$ cat config.mk
export PLATFORM = sky130hd
export DESIGN_NAME = mac_sequencer
export DESIGN_NICKNAME = d
export VERILOG_FILES = /design/src/rtl/mac_sequencer.sv
export SDC_FILE = /design/constraint.sdc
export NUM_CORES = 1
export LEC_CHECK = 0
export BUFFER_PORTS_ARGS = -buffer_cell sky130_fd_sc_hd__buf_2
export CAP_MARGIN = 15
export CORE_MARGIN = 2
export CORE_UTILIZATION = 53
export DETAILED_ROUTE_END_ITERATION = 10
export GPL_TIMING_DRIVEN = 0
export MAX_ROUTING_LAYER = met4
export PLACE_DENSITY_LB_ADDON = 0.12
export SETUP_SLACK_MARGIN = 0.3
export SYNTH_ARGS = -nofsm -noshare
export SYNTH_HDL_FRONTEND = slang
export SYNTH_SLANG_ARGS = --single-unit
$ cat constraint.sdc
create_clock -name clk -period 4.35 [get_ports clk]
set_input_delay 0.6525 -clock clk [delete_from_list [all_inputs] [get_ports clk]]
set_output_delay 0.6525 -clock clk [all_outputs]
set_load 0.01 [all_outputs]
$ cat src/rtl/mac_sequencer.sv
`default_nettype none
// +------------------------------------------------------------------------+
// | mac_sequencer: walks input/neuron indices and strobes a shared MAC.    |
// | Revision: 1.0                                                          |
// +------------------------------------------------------------------------+
module mac_sequencer #(
  parameter int N       = 10,
  parameter int NEURONS = 1
) (
  input  logic        clk,
  input  logic        rst,
  input  logic        start,
  output logic [31:0] input_sel,
  output logic [7:0]  neuron_sel,
  output logic        rst_Acc,
  output logic        ld_Acc,
  output logic        ready,
  output logic        busy,
  output logic        done
);

  typedef enum logic [2:0] {
    S_IDLE  = 3'd0,
    S_CLEAR = 3'd1,
    S_ACCUM = 3'd2,
    S_ACT   = 3'd3,
    S_DONE  = 3'd4
  } state_t;

  localparam logic [15:0] C_LAST_INPUT  = 16'(N - 1);
  localparam logic [7:0]  C_LAST_NEURON = 8'(NEURONS - 1);

  state_t      state_q, state_d;
  logic [15:0] cnt_q, cnt_d;
  logic [7:0]  nsel_q, nsel_d;

  always_ff @(posedge clk) begin
    if (rst) begin
      state_q <= S_IDLE;
      cnt_q   <= 16'd0;
      nsel_q  <= 8'd0;
    end else begin
      state_q <= state_d;
      cnt_q   <= cnt_d;
      nsel_q  <= nsel_d;
    end
  end

  always_comb begin
    state_d = state_q;
    cnt_d   = cnt_q;
    nsel_d  = nsel_q;
    case (state_q)
      S_IDLE: begin
        cnt_d  = 16'd0;
        nsel_d = 8'd0;
        if (start) state_d = S_CLEAR;
      end
      S_CLEAR: begin
        cnt_d   = 16'd0;
        state_d = S_ACCUM;
      end
      S_ACCUM: begin
        if (cnt_q == C_LAST_INPUT) begin
          cnt_d   = 16'd0;
          state_d = S_ACT;
        end else begin
          cnt_d = cnt_q + 16'd1;
        end
      end
      S_ACT: begin
        // More neurons left in this layer: loop back without visiting IDLE.
        if (nsel_q < C_LAST_NEURON) begin
          nsel_d  = nsel_q + 8'd1;
          state_d = S_CLEAR;
        end else begin
          state_d = S_DONE;
        end
      end
      S_DONE: begin
        nsel_d  = 8'd0;
        state_d = S_IDLE;
      end
      default: begin
        cnt_d   = 16'd0;
        nsel_d  = 8'd0;
        state_d = S_IDLE;
      end
    endcase
  end

  // Moore outputs: decoded from registered state and counters only.
  assign input_sel  = {16'd0, cnt_q};
  assign neuron_sel = nsel_q;
  assign rst_Acc    = (state_q == S_CLEAR);
  assign ld_Acc     = (state_q == S_ACCUM);
  assign ready      = (state_q == S_ACT);
  assign done       = (state_q == S_DONE);
  assign busy       = (state_q != S_IDLE);

endmodule
`default_nettype wire

-- Word-level counts from Yosys, hierarchy flattened
Index checks and enable logic that the tools add are counted.
- add/sub/neg operators: 2
- order comparisons: 1
- eq/ne operators: 8
- mux-type cells: 8
- reductions and logical operators: 6
- bitwise operators: 1
- operators with widths (kind ; number):
    16-bit one-hot mux with 2 select lines ; 1
    16-bit by 1-bit adder with 16-bit output (second input constant) ; 1
    16-bit by 4-bit equality test with 1-bit output (second input constant) ; 1
    16-bit two-way mux ; 1
    8-bit one-hot mux with 2 select lines ; 1
    3-bit one-hot mux with 4 select lines ; 1
    3-bit two-way mux ; 3
    8-bit by 1-bit adder with 8-bit output (second input constant) ; 1
    8-bit by 1-bit < comparator with 1-bit output (second input constant) ; 1
    8-bit two-way mux ; 1
    3-bit by 2-bit equality test with 1-bit output (second input constant) ; 2
    2-bit by 1-bit != test with 1-bit output (second input constant) ; 2
    2-bit AND reduction ; 2
    2-bit OR reduction ; 2
    3-bit by 1-bit equality test with 1-bit output (second input constant) ; 1
    3-bit equality test (second input constant) ; 1
    3-bit zero test ; 1
    3-bit nonzero test ; 1
    2-bit != test (second input constant) ; 1
    1-bit NOT ; 1
- word-level logic and storage cells: 29
- input port bits: 3
- output and inout port bits: 45
- register bits: 27

-- Longest topological paths before layout
- word-level depth: 4
- mapped depth: 7
- mapped depth without buffers: 6

-- Worst setup path after synthesis
OpenSTA, ideal clock, no wires.
- kind: flip-flop to flip-flop
- start: reg cnt_q[0]
- end: reg cnt_q[11]
- setup time: 0.120 ns
- required time: 4.230 ns
- arrival time: 1.707 ns
- clock period less this slack: 1.827 ns
- path buffers: 1
- cell stages (with the launch flop): 7
- path slack: 2.523 ns
- cells stage by stage: dfxtp_1 ha_1 nor4bb_1 and4_1 clkbuf_1 nor4b_1 a211o_1
- cells in the longest elaborated chain, start to end: 3
- elaborated cells between the ends (all ways): 4
- classes of those cells: add/sub (1); eq/ne (1); mux (2)
- RTL lines (what ; RTL line ; text):
    start: declaration ; 34 ; logic [15:0] cnt_q, cnt_d;
    start signal: assignment ; 44 ; cnt_q <= cnt_d;
    16-bit by 1-bit adder with 16-bit output / 16-bit by 4-bit equality test with 1-bit output (equally long branches) ; 68, 64 ;
    16-bit two-way mux * ; 64 ; if (cnt_q == C_LAST_INPUT) begin
    16-bit one-hot mux with 2 select lines * ; 53 ; case (state_q)
Every way passes the cells marked *; elsewhere a longest branch is shown, timed or not.
A chain may end at the register's enable or synchronous reset.

-- Worst setup path in the final report
- start: reg state_q[2]
- end: out done
- cells in the longest elaborated chain, start to end: 1
- RTL lines (what ; RTL line ; text):
    start: declaration ; 33 ; state_t state_q, state_d;
    start signal: assignment ; 43 ; state_q <= state_d;
    3-bit equality test ; 98 ; assign done = (state_q == S_DONE);
    end: declaration ; 19 ; output logic done
No other way between the ends.

==> summary.txt <==
Run status: completed
Max-cap violations: 0
Initial antenna violation count: 0
Simple-gate share of the synthesized area: 0.317
Relative slew slack: 0.529
Synth cell types: 41
R2r worst-path depth: 6
DR vias/cell: 5.34
Total GRT Usage: 0.212
First-pass GRT wire length: 4410 um
Gr ovfl total: 0
Compound-Gate Fraction of Synth Area: 0.150
Setup CP Type: reg2out
Post-CTS Setup Bufs: 0
Reg-to-reg slack, setup: 2.26 ns
Fin crit share: 0.481
RSZ-0062 raised after global routing: false
Hold Slack: 0.518 ns
Num rows: 18
Critical path buffers and inverters: 2
Number of nets with antenna violations after routing: 0
Synth top area share: 0.290
Largest net degree at the start of global routing: 11
Fin Setup TNS: 0 ns
RR Startpoint: cnt_q[0]
Post-Synth XOR/XNOR Area: 0.0200
DRT Pass-1 Iters: 4
Power Density: 228 nW/um^2
Clk_lat worst skew: 0.30 ns
Final Critical Period: 2.09 ns
Avg Cell Area, Syn: 8.26 sq um
Mux contribution to synthesized area: 0
CP Launch Type: flop
Worst clock skew: 0.00959 ns
Hold_sp: cnt_q[12]
Num CTS Buffers: 3
Layout cells sized above 1: 0.327
Yosys warns: 0
CP delay by family, top: simple AND/OR/NAND/NOR gates
Final setup viols: 0
R2r endpoint: cnt_q[15]
Vias: 1271
Drt total wl: 2830 um
Syn Std Cell Area: 1310 sq um
WHS Endpoint: cnt_q[12]
Worst hold path type: reg2reg
Commonest cells after routing, fill and taps aside: buf_4, conb_1, buf_2
DP Wirelength: 2130 um
Hold-fix buffers at CTS: 0
Max Freq: 478 MHz
Clk pin slew, worst setup/hold paths: 0.11 ns
DRC Markers: 0
PortBufs: 22
GPL Wtd Cong: 0.917
Area occupied by multi-input gates: 756 sq um
Avg WL per Cell: 11.9 um
Fin util: 0.653
CTS resizes: 0
DIE HEIGHT: 53.8 um
Synth Instances: 159
Tot Pwr: 0.000358 W
Critical Path RT: 3.70 ns
Maximum vdd drop: 195 uV
Least-Margin Pin Slew: 0.706 ns
Diodes inserted: 0
Largest family of logic cells by synthesized area: simple AND/OR/NAND/NOR gates
I/O pin total: 48
CTS tree: built
Hold Path Depth: 1
Crit-path cells: or3b_2 > inv_1 > buf_2
Clock Path Buffers: 2
Max stage delay on crit path: 0.52 ns
Post-synthesis adder-cell area fraction: 0.0190
CP arrival: 1.44 ns
Sequential Area: 380 sq um
Die W: 53.8 um
Critical path capture point type: output pin
Final hold vios: 0
Area contributors post-synth: dfxtp_1, buf_4, nand2_1
# H-tree levels: 1
Initial Util: 0.545
Fill cells: 222
FF+latch count, synth: 19
Worst-path fanout max: 7
NumNets Final: 214
Area grow syn2layout: 19.8%
Starting DRT DRC Count: 47
Max Slew Vio Count: 0
Clk sink count: 19
P_leak: 0.739 nW
Die area: 2890 sq um
Synth area leader: dfxtp_1
Sequential area share after synthesis: 0.290
Clk root buf: clkbuf_4
Slowest-stage cell, CP: or3b_2
CORE AREA: 2410 sq um
Vias in the first global route: 986
==> per-stage QoR <==
stage               std cells  instance area [sq um]  setup slack, ns
finish                    238                   1570             2.26
global route              238                   1570             2.04
CTS                       238                   1570             2.24
detailed placement        234                   1550             2.27
global placement          234                   1550             2.30
floorplan                 182                   1400             2.52
==> state kept, by name, indices dropped and copies added, names as in the netlist <==
name and count:
cnt_q 16, state_q 3
==> synthesized netlist by cell type <==
cell type / number
buf_4: 24
dfxtp_1: 19
nand2_1: 14
inv_1: 10
nor4_1: 8
nor3_1: 6
clkbuf_1: 5
a21oi_1: 4
nand4_1: 4
nor2_1: 4
nor4b_1: 4
a211o_1: 3
nand3_1: 3
nor3b_1: 3
o211ai_2: 3
o21a_1: 3
o21ai_0: 3
or2_2: 3
or3_2: 3
or4_1: 3
or4_4: 3
a21o_1: 2
buf_6: 2
ha_1: 2
o311ai_1: 2
o31ai_1: 2
or3_1: 2
xor2_1: 2
and4_1: 1
buf_2: 1
conb_1: 1
nand2b_1: 1
nand3b_1: 1
nor4bb_1: 1
o2bb2ai_1: 1
o311a_2: 1
o311ai_0: 1
or2_4: 1
or3b_2: 1
or3b_4: 1
xnor2_1: 1
==> cell type report <==
cell class	instances	area share
Sequential cell	19	0.242
Tap cell	30	0.0238
Timing Repair Buffer	22	0.0700
Clock buffer	4	0.0167
Inverter	10	0.0238
Buffer	32	0.144
Multi-Input combinational cell	121	0.480
==> kinds of logic after synthesis <==
group,after synthesis
AND/OR/NAND/NOR,67
buffers and inverters,42
AO/OA/AOI/OAI,25
flip-flops,19
XOR/XNOR,3
adder cells (fa/ha/maj),2
other,1
==> layer usage <==
metal	GRT usage	vias up	wire [um]
li1	-	623	-
met1	0.279	600	1260
met2	0.323	44	1340
met3	0.0278	4	197
met4	0.0940	0	35
met5	-	-	0
==> worst reg2reg max path, delay by kind of cell (launching register included) <==
| family | cells | cell delay [ns] |
|---|---|---|
| simple gates | 3 | 0.70 |
| compound gates | 1 | 0.28 |
| fa+ha+maj | 1 | 0.18 |
| buf+inv | 1 | 0.39 |
| flops | 1 | 0.44 |
==> worst max-delay path by stage <==
stage                     startpoint   endpoint  slack, ns  cells after the start
after floorplan             cnt_q[0]  cnt_q[11]       2.52                      6
after global placement      cnt_q[0]  cnt_q[11]       2.30                      6
after detailed placement    cnt_q[0]  cnt_q[15]       2.27                      6
after CTS                 state_q[2]       done       2.24                      3
after global routing        cnt_q[0]   cnt_q[7]       2.04                      6
final                     state_q[2]       done       2.26                      3
==> power by group <==
part	switching, W	total (W)	internal, W
logic	0.0000391	0.0000782	0.0000391
clock network	0.0000554	0.0000911	0.0000357
registers	0.00000929	0.000189	0.000180
total	0.000104	0.000358	0.000254
Note: power is estimated with default switching activity, not from simulation.
